===== config.mk =====
export PLATFORM = sky130hd
export DESIGN_NAME = vga_scan_out
export DESIGN_NICKNAME = d
export VERILOG_FILES = /design/src/rtl/vga_pkg.sv /design/src/rtl/vga_timing.sv /design/src/rtl/vga_scan_out.sv
export SDC_FILE = /design/constraint.sdc
export NUM_CORES = 1
export LEC_CHECK = 0
export ABC_AREA = 1
export CAP_MARGIN = 20
export CORE_ASPECT_RATIO = 1.1
export CORE_UTILIZATION = 55
export CTS_BUF_LIST = sky130_fd_sc_hd__clkbuf_2
export DETAILED_ROUTE_END_ITERATION = 7
export PLACE_DENSITY = 0.93
export SYNTH_ARGS = -nofsm -noshare
export SYNTH_HDL_FRONTEND = slang
export SYNTH_SLANG_ARGS = --single-unit
export TNS_END_PERCENT = 100

===== constraint.sdc =====
create_clock -name clk -period 4.2 [get_ports clk]
set_input_delay 0.63 -clock clk [delete_from_list [all_inputs] [get_ports clk]]
set_output_delay 0.63 -clock clk [all_outputs]
set_load 0.01 [all_outputs]

===== src/rtl/vga_pkg.sv =====
// vga_pkg: shared timing constants, types and colour palette for VGA scan-out
package vga_pkg;
  localparam int H_ACTIVE = 640;
  localparam int H_FP     = 16;
  localparam int H_SYNC   = 96;
  localparam int H_BP     = 48;
  localparam int V_ACTIVE = 480;
  localparam int V_FP     = 10;
  localparam int V_SYNC   = 2;
  localparam int V_BP     = 33;
  localparam int READ_LAT = 1;
  typedef logic [2:0]  color_code_t;
  typedef logic [11:0] rgb12_t;
  typedef struct packed {
    logic active;
    logic hsync;
    logic vsync;
    logic first;
  } ctl_t;
  localparam ctl_t CTL_IDLE = '{active: 1'b0, hsync: 1'b1, vsync: 1'b1, first: 1'b0};
  function automatic rgb12_t palette(input color_code_t c);
    case (c)
      3'd0:    palette = 12'h000;
      3'd1:    palette = 12'hF00;
      3'd2:    palette = 12'h0F0;
      3'd3:    palette = 12'h00F;
      3'd4:    palette = 12'hFF0;
      3'd5:    palette = 12'h0FF;
      3'd6:    palette = 12'hF0F;
      default: palette = 12'hFFF;
    endcase
  endfunction
endpackage


===== src/rtl/vga_timing.sv =====
// vga_timing: raster counters, active window, raw (undelayed) syncs and first-pixel flag
module vga_timing
  import vga_pkg::*;
#(
  parameter int HA = H_ACTIVE,
  parameter int HF = H_FP,
  parameter int HS = H_SYNC,
  parameter int HB = H_BP,
  parameter int VA = V_ACTIVE,
  parameter int VF = V_FP,
  parameter int VS = V_SYNC,
  parameter int VB = V_BP
) (
  input  logic       clk,
  input  logic       rst,
  output logic [9:0] o_hcnt,
  output logic [9:0] o_vcnt,
  output ctl_t       o_ctl
);
  localparam int HT = HA + HF + HS + HB;
  localparam int VT = VA + VF + VS + VB;
  logic [9:0] r_hcnt, r_vcnt;
  logic       w_eol;
  assign w_eol = r_hcnt == 10'(HT - 1);
  always_ff @(posedge clk or posedge rst)
    if (rst) begin
      r_hcnt <= '0;
      r_vcnt <= '0;
    end else begin
      r_hcnt <= w_eol ? '0 : r_hcnt + 10'd1;
      if (w_eol) r_vcnt <= r_vcnt == 10'(VT - 1) ? '0 : r_vcnt + 10'd1;
    end
  assign o_hcnt       = r_hcnt;
  assign o_vcnt       = r_vcnt;
  assign o_ctl.active = r_hcnt < 10'(HA) && r_vcnt < 10'(VA);
  assign o_ctl.hsync  = !(r_hcnt >= 10'(HA + HF) && r_hcnt < 10'(HA + HF + HS));
  assign o_ctl.vsync  = !(r_vcnt >= 10'(VA + VF) && r_vcnt < 10'(VA + VF + VS));
  assign o_ctl.first  = r_hcnt == '0 && r_vcnt == '0;
endmodule


===== src/rtl/vga_scan_out.sv =====
// vga_scan_out: raster scan-out; drives store read addresses, palettes the returned
// colour code and delays sync/blank so everything reaches the pins aligned.
module vga_scan_out
  import vga_pkg::*;
#(
  parameter int HA = H_ACTIVE,
  parameter int HF = H_FP,
  parameter int HS = H_SYNC,
  parameter int HB = H_BP,
  parameter int VA = V_ACTIVE,
  parameter int VF = V_FP,
  parameter int VS = V_SYNC,
  parameter int VB = V_BP
) (
  input  logic        clk,
  input  logic        reset,
  input  color_code_t colorCode,
  output logic [9:0]  rx,
  output logic [9:0]  ry,
  output logic        hsync,
  output logic        vsync,
  output logic [3:0]  red,
  output logic [3:0]  green,
  output logic [3:0]  blue,
  output logic        frameStart
);
  logic [9:0]               w_hcnt, w_vcnt;
  ctl_t                     w_ctl;
  ctl_t [READ_LAT-1:0]      r_dly;
  rgb12_t                   r_rgb;
  logic                     r_hsync, r_vsync, r_frame;
  vga_timing #(
    .HA(HA), .HF(HF), .HS(HS), .HB(HB),
    .VA(VA), .VF(VF), .VS(VS), .VB(VB)
  ) u_timing (
    .clk    (clk),
    .rst    (reset),
    .o_hcnt (w_hcnt),
    .o_vcnt (w_vcnt),
    .o_ctl  (w_ctl)
  );
  assign rx = w_ctl.active ? w_hcnt : '0;
  assign ry = w_ctl.active ? w_vcnt : '0;
  // control bits ride alongside the store read so they meet colorCode in the same cycle
  always_ff @(posedge clk or posedge reset)
    if (reset) begin
      r_dly   <= {READ_LAT{CTL_IDLE}};
      r_rgb   <= '0;
      r_hsync <= 1'b1;
      r_vsync <= 1'b1;
      r_frame <= 1'b0;
    end else begin
      r_dly[0] <= w_ctl;
      for (int i = 1; i < READ_LAT; i++) r_dly[i] <= r_dly[i-1];
      r_rgb   <= r_dly[READ_LAT-1].active ? palette(colorCode) : '0;
      r_hsync <= r_dly[READ_LAT-1].hsync;
      r_vsync <= r_dly[READ_LAT-1].vsync;
      r_frame <= r_dly[READ_LAT-1].first;
    end
  assign red        = r_rgb[11:8];
  assign green      = r_rgb[7:4];
  assign blue       = r_rgb[3:0];
  assign hsync      = r_hsync;
  assign vsync      = r_vsync;
  assign frameStart = r_frame;
endmodule


=== After elaboration in Yosys (flattened, before gate mapping) ===
Index checks and enable logic that the tools add are counted.

* Input port bits: 5
* Output and inout port bits: 35
* Register bits: 39

* Eq/ne operators: 8
* Magnitude comparators: 6
* Reductions and logical operators: 9
* Add/subtract/negate cells: 2
* Multiplexer cells: 6

{| class="wikitable"
|+ Operator list
! operator !! count
|-
| $pmux W12 S7 || 1
|-
| $mux W10 || 4
|-
| $add A10 B1 Y10 const B || 2
|-
| $eq A10 B10 Y1 const B || 2
|-
| $logic_not A10 Y1 || 2
|-
| $lt A10 B10 Y1 const B || 2
|-
| $lt A10 B9 Y1 const B || 2
|-
| $mux W12 || 1
|-
| $ge A10 B10 Y1 const B || 1
|-
| $ge A10 B9 Y1 const B || 1
|-
| $eq A3 B3 Y1 const B || 3
|-
| $eq A3 B2 Y1 const B || 2
|-
| $logic_and A1 B1 Y1 || 4
|-
| $eq A3 B1 Y1 const B || 1
|-
| $logic_not A3 Y1 || 1
|-
| $logic_not A1 Y1 || 2
|}

=== Depth between registers and ports, before layout ===
* Depth after elaboration: 3
* Mapped depth: 8

=== Modules after synthesis ===
Synthesis repeated with hierarchy kept, for this count alone.

* Cells, all modules: 230
* Area, all modules: 1731.7 sq um

{| class="wikitable"
|+ Modules (own cells, without submodules)
! module !! instances !! area an instance (sq um) !! cells each
|-
| vga_timing || 1 || 1188.6 || 155
|-
| vga_scan_out || 1 || 543.0 || 75
|}

=== Least setup slack after synthesis ===
Ideal clock, no wire load.

* Kind: reg-to-output
* Start point: register u_timing.r_vcnt[6], in the netlist u_timing.o_vcnt[6]
* End point: output port ry[0]
* Buffers on the path: 1
* Arrival: 1.013 ns
* Path slack: 2.557 ns
* Stages on the path, launching flop included: 7
* Cells stage by stage: dfrtp_1 nand2_1 nor2_1 nor2_1 nand3_1 buf_2 nor2_1

* Cells in the longest elaborated chain, start to end: 3

{| class="wikitable"
|+ Ends and longest elaborated chain
! element !! RTL line !! source
|-
| start, declared || vga_timing.sv:22 || <nowiki>logic [9:0] r_hcnt, r_vcnt;</nowiki>
|-
| start signal, assigned || vga_timing.sv:31 || <nowiki>if (w_eol) r_vcnt <= r_vcnt == 10'(VT - 1) ? '0 : r_vcnt + 10'd1;</nowiki>
|-
| $lt A10 B9 Y1 || vga_timing.sv:35 || <nowiki>assign o_ctl.active = r_hcnt < 10'(HA) && r_vcnt < 10'(VA);</nowiki>
|-
| $logic_and A1 B1 Y1 || vga_timing.sv:35 ||
|-
| $mux W10 || vga_scan_out.sv:43 || <nowiki>assign ry = w_ctl.active ? w_vcnt : '0;</nowiki>
|-
| end, declared || vga_scan_out.sv:19 || <nowiki>output logic [9:0] ry,</nowiki>
|}

Every way passes these cells.

=== Final worst setup path ===
* Start point: register u_timing.r_vcnt[6], in the netlist u_timing.o_vcnt[6]
* End point: output port ry[7]

The elaborated chain is that of the path after synthesis.

==> key figures <==
Timing
  • Fin worst setup slack: ~1.1 ns
  • Setup TNS: 0 ns
  • Slew @ Worst Pin: around 0.74 ns
  • RSZ-0062 raised after global routing: no
  • Part of the cycle the worst path needs: 72.8%
  • F_max: around 0.33 GHz
  • Max Slew Vio Count: 0
  • Hold Vio Cnt, Final: 0
  • Min cycle time layout: ~3.1 ns
  • Final setup viols: 0
  • Final setup skew: between 0.015 and 0.02 ns
  • Headroom to the max-slew limit: 50.8%

Pwr
  • Tot Pwr: 0.469 mW
  • PD cells: about 220 nW/um^2
  • Maximum vdd drop: 231 uV
  • P_leak: between 1 and 1.5 nW

Floorplan
  • Num ports: 40
  • Initial Util: 59.9%
  • Die footprint: 3360 um^2
  • # rows: 20
  • Core area: 2880 um^2
  • Die X: 55.4 um
  • Die H: 60.7 um

CTS
  • Cts-stage hold buffer count: 0
  • Clock latency on the worst-skew pair: 0.36 ns
  • Post-CTS Setup Bufs: 0
  • Root Buffer: clkbuf_2
  • Post-CTS sizing: 0
  • TritonCTS Buffers: 5
  • # clock sinks: 30
  • Clock buffer depth: 2
  • CTS tree: built
  • H-Tree Level Count: 2
  • Reg clk slew, reported paths: 0.16 ns

Logic synthesis
  • Main synth FF type: dfrtp_1
  • Register area share after synthesis: between 40% and 50%
  • Post-synth EDFFs: 0
  • Post-synthesis xor/xnor area fraction: just over 3%
  • Synth cell count leaders: nor2_1 (40), inv_1 (35), nand2_1 (31), dfrtp_1 (26), nand3_1 (13)
  • Top post-synthesis cells by area: dfrtp_1 (38%), nor2_1 (8.7%), inv_1 (7.6%)
  • Avg Inst Size Synth: 7.87 um^2
  • Synth Register Bits: 30
  • Post-Syn Nets: 228
  • Largest family of logic cells by synthesized area: simple AND/OR/NAND/NOR gates
  • Simple-Gate Fraction of Synth Area: 30.8%
  • Async S/R FF share, synth: 100%
  • Mux share of post-synthesis cell area: 0%
  • Post-synthesis adder-cell area fraction: under 10%
  • Top cell type by total area after synthesis: dfrtp_1
  • Synth Area in Compound Gates: 5.52%
  • Yosys top cell area share: a little under two fifths
  • Mapped cell area: 1720 um^2
  • YS warnings: 0
  • Most common cell in the synthesized netlist: nor2_1
  • Unique cell type count in the Yosys netlist: 27
  • Synth Instances: ~220

Run
  • Total of max-cap violations: 0

Drt
  • TritonRoute pass-1 iters: 4
  • Vias after detailed routing: 1518
  • Drt wl/cell: about 12 um
  • Final WL: 3470 um
  • Detail Route Antenna Nets: 0
  • First DRT Iteration DRCs: 65
  • Via-to-Cell Ratio: 5.31
  • DRC: 0

Layout
  • Area growth syn-to-layout: 22.5%
  • Diodes inserted: 0
  • Fillers: 212
  • Final net count: 261
  • Fin cells: 286
  • Layout cells sized above 1: between 9 and 10%

GRT
  • Gr ovfl total: 0
  • Largest net degree at the start of global routing: 21
  • Vias in the first global route: 1376
  • First-pass GRT wire length: 5900 um
  • Global-route met2 utilization: between 30% and 40%
  • All-Layer GR Usage: 23.5%
  • Met3 track demand over resource: ~4.7%
  • Initial antenna violation count: 0
  • GR peak layer: met2
  • Met1 global-route usage: about 28%

Placement
  • Placed insts: approximately 280
  • # port buffers: 38
  • Worst slack, placed: 1.55 ns
  • HPWL after detailed placement: between 2000 and 3000 um
  • Placer Congestion: 0.926

Setup path
  • CP startpoint kind: register
  • Crit Path Max Fanout: 20
  • Crit path required time: 3.57 ns
  • Worst setup path class: reg -> out
  • Crit. End Element: output port
  • Crit path DAT: 2.43 ns

Hold path
  • Hold WC Path Type: reg -> reg

Run status
  • Status: finished clean
[placed cells by master, fill, tap and decap left out, types with 5 or more instances in the layout]
cell and instances:
nor3_1 8, o21ai_0 10, nand3_1 13, dfrtp_1 26
clkbuf_2 6, nand4_1 9, inv_1 35, clkdlybuf4s50_1 38
nand2_1 31, nor2_1 40, xor2_1 6, a21oi_1 5
[registers in the layout (all words and copies together) (netlist names)]
| register | count |
|---|---|
| r_rgb | 3 |
| u_timing.o_vcnt | 10 |
| u_timing.o_hcnt | 10 |
| hsync | 1 |
| vsync | 1 |
| frameStart | 1 |
| r_dly | 4 |
[cell families (layout without fill, tap and decap cells)]
family          count (synthesis)  after routing
compound gates                 18             18
xor+xnor                        6              6
fa+ha+maj                       4              4
buf+inv                        49             83
flops                          30             30
other cells                     1              1
simple gates                  111            111
[area by class of cell]
| cell class | count | area [um^2] | area share, % |
|---|---|---|---|
| Timing Repair Buffer | 39 | 408 | 19.3 |
| Clock inverter | 2 | 8.76 | 0.415 |
| Tap cell | 33 | 41.3 | 1.95 |
| Multi-Input combinational cell | 140 | 733 | 34.7 |
| Clock buffer | 6 | 30.0 | 1.42 |
| Inverter | 36 | 135 | 6.40 |
| Sequential cell | 30 | 756 | 35.8 |
[metrics by stage]
stage | util, % | hold slack [ns] | cell area [um^2]
2_1_floorplan | - | 0.331 | 1720
3_3_place_gp | 71.1 | 0.332 | 2050
3_5_place_dp | 72.0 | 0.350 | 2070
4_1_cts | 73.4 | 0.370 | 2110
5_1_grt | 73.4 | 0.372 | 2110
6_report | 73.4 | 0.367 | 2110
[power breakdown]
part           internal, mW  leakage, nW  switching (mW)  total (mW)
sequential            0.291        0.379         0.00222       0.294
clock                0.0409       0.0304          0.0936       0.134
combinational        0.0230        0.619          0.0176      0.0407
[worst paths after layout]
| kind | depth (start not counted) | to | start | slack (ns) |
|---|---|---|---|---|
| worst max-delay path | 6 | ry[7] | u_timing.o_vcnt[6] | 1.14 |
| max in group asynchronous | 3 | u_timing.o_vcnt[8] | reset | 3.06 |
| worst max register to register | 7 | u_timing.o_vcnt[4] | u_timing.o_vcnt[0] | 2.62 |
| min in group asynchronous | 2 | u_timing.o_hcnt[4] | reset | 0.63 |
| worst min-delay path | 0 | vsync | r_dly[1] | 0.37 |
| worst min register to register | 0 | vsync | r_dly[1] | 0.37 |
[per-layer routing]
layer  vias to the layer above  routed length, um  share of wire [%]
li1                        744                  -                  -
met1                       701               1410                 41
met2                        61               1770                 51
met3                        12                194                5.6
met4                         0                102                2.9
met5                         -                  0                  0
[worst max-delay path: stages (launching register included)]
cell	delay, ns
dfrtp_1	0.43
nand2_1	0.10
nor2_1	0.08
nor2_1	0.09
nand3_1	0.51
nor2_1	0.27
clkdlybuf4s50_1	0.57
No activity file was read; power rests on OpenSTA's default activity.
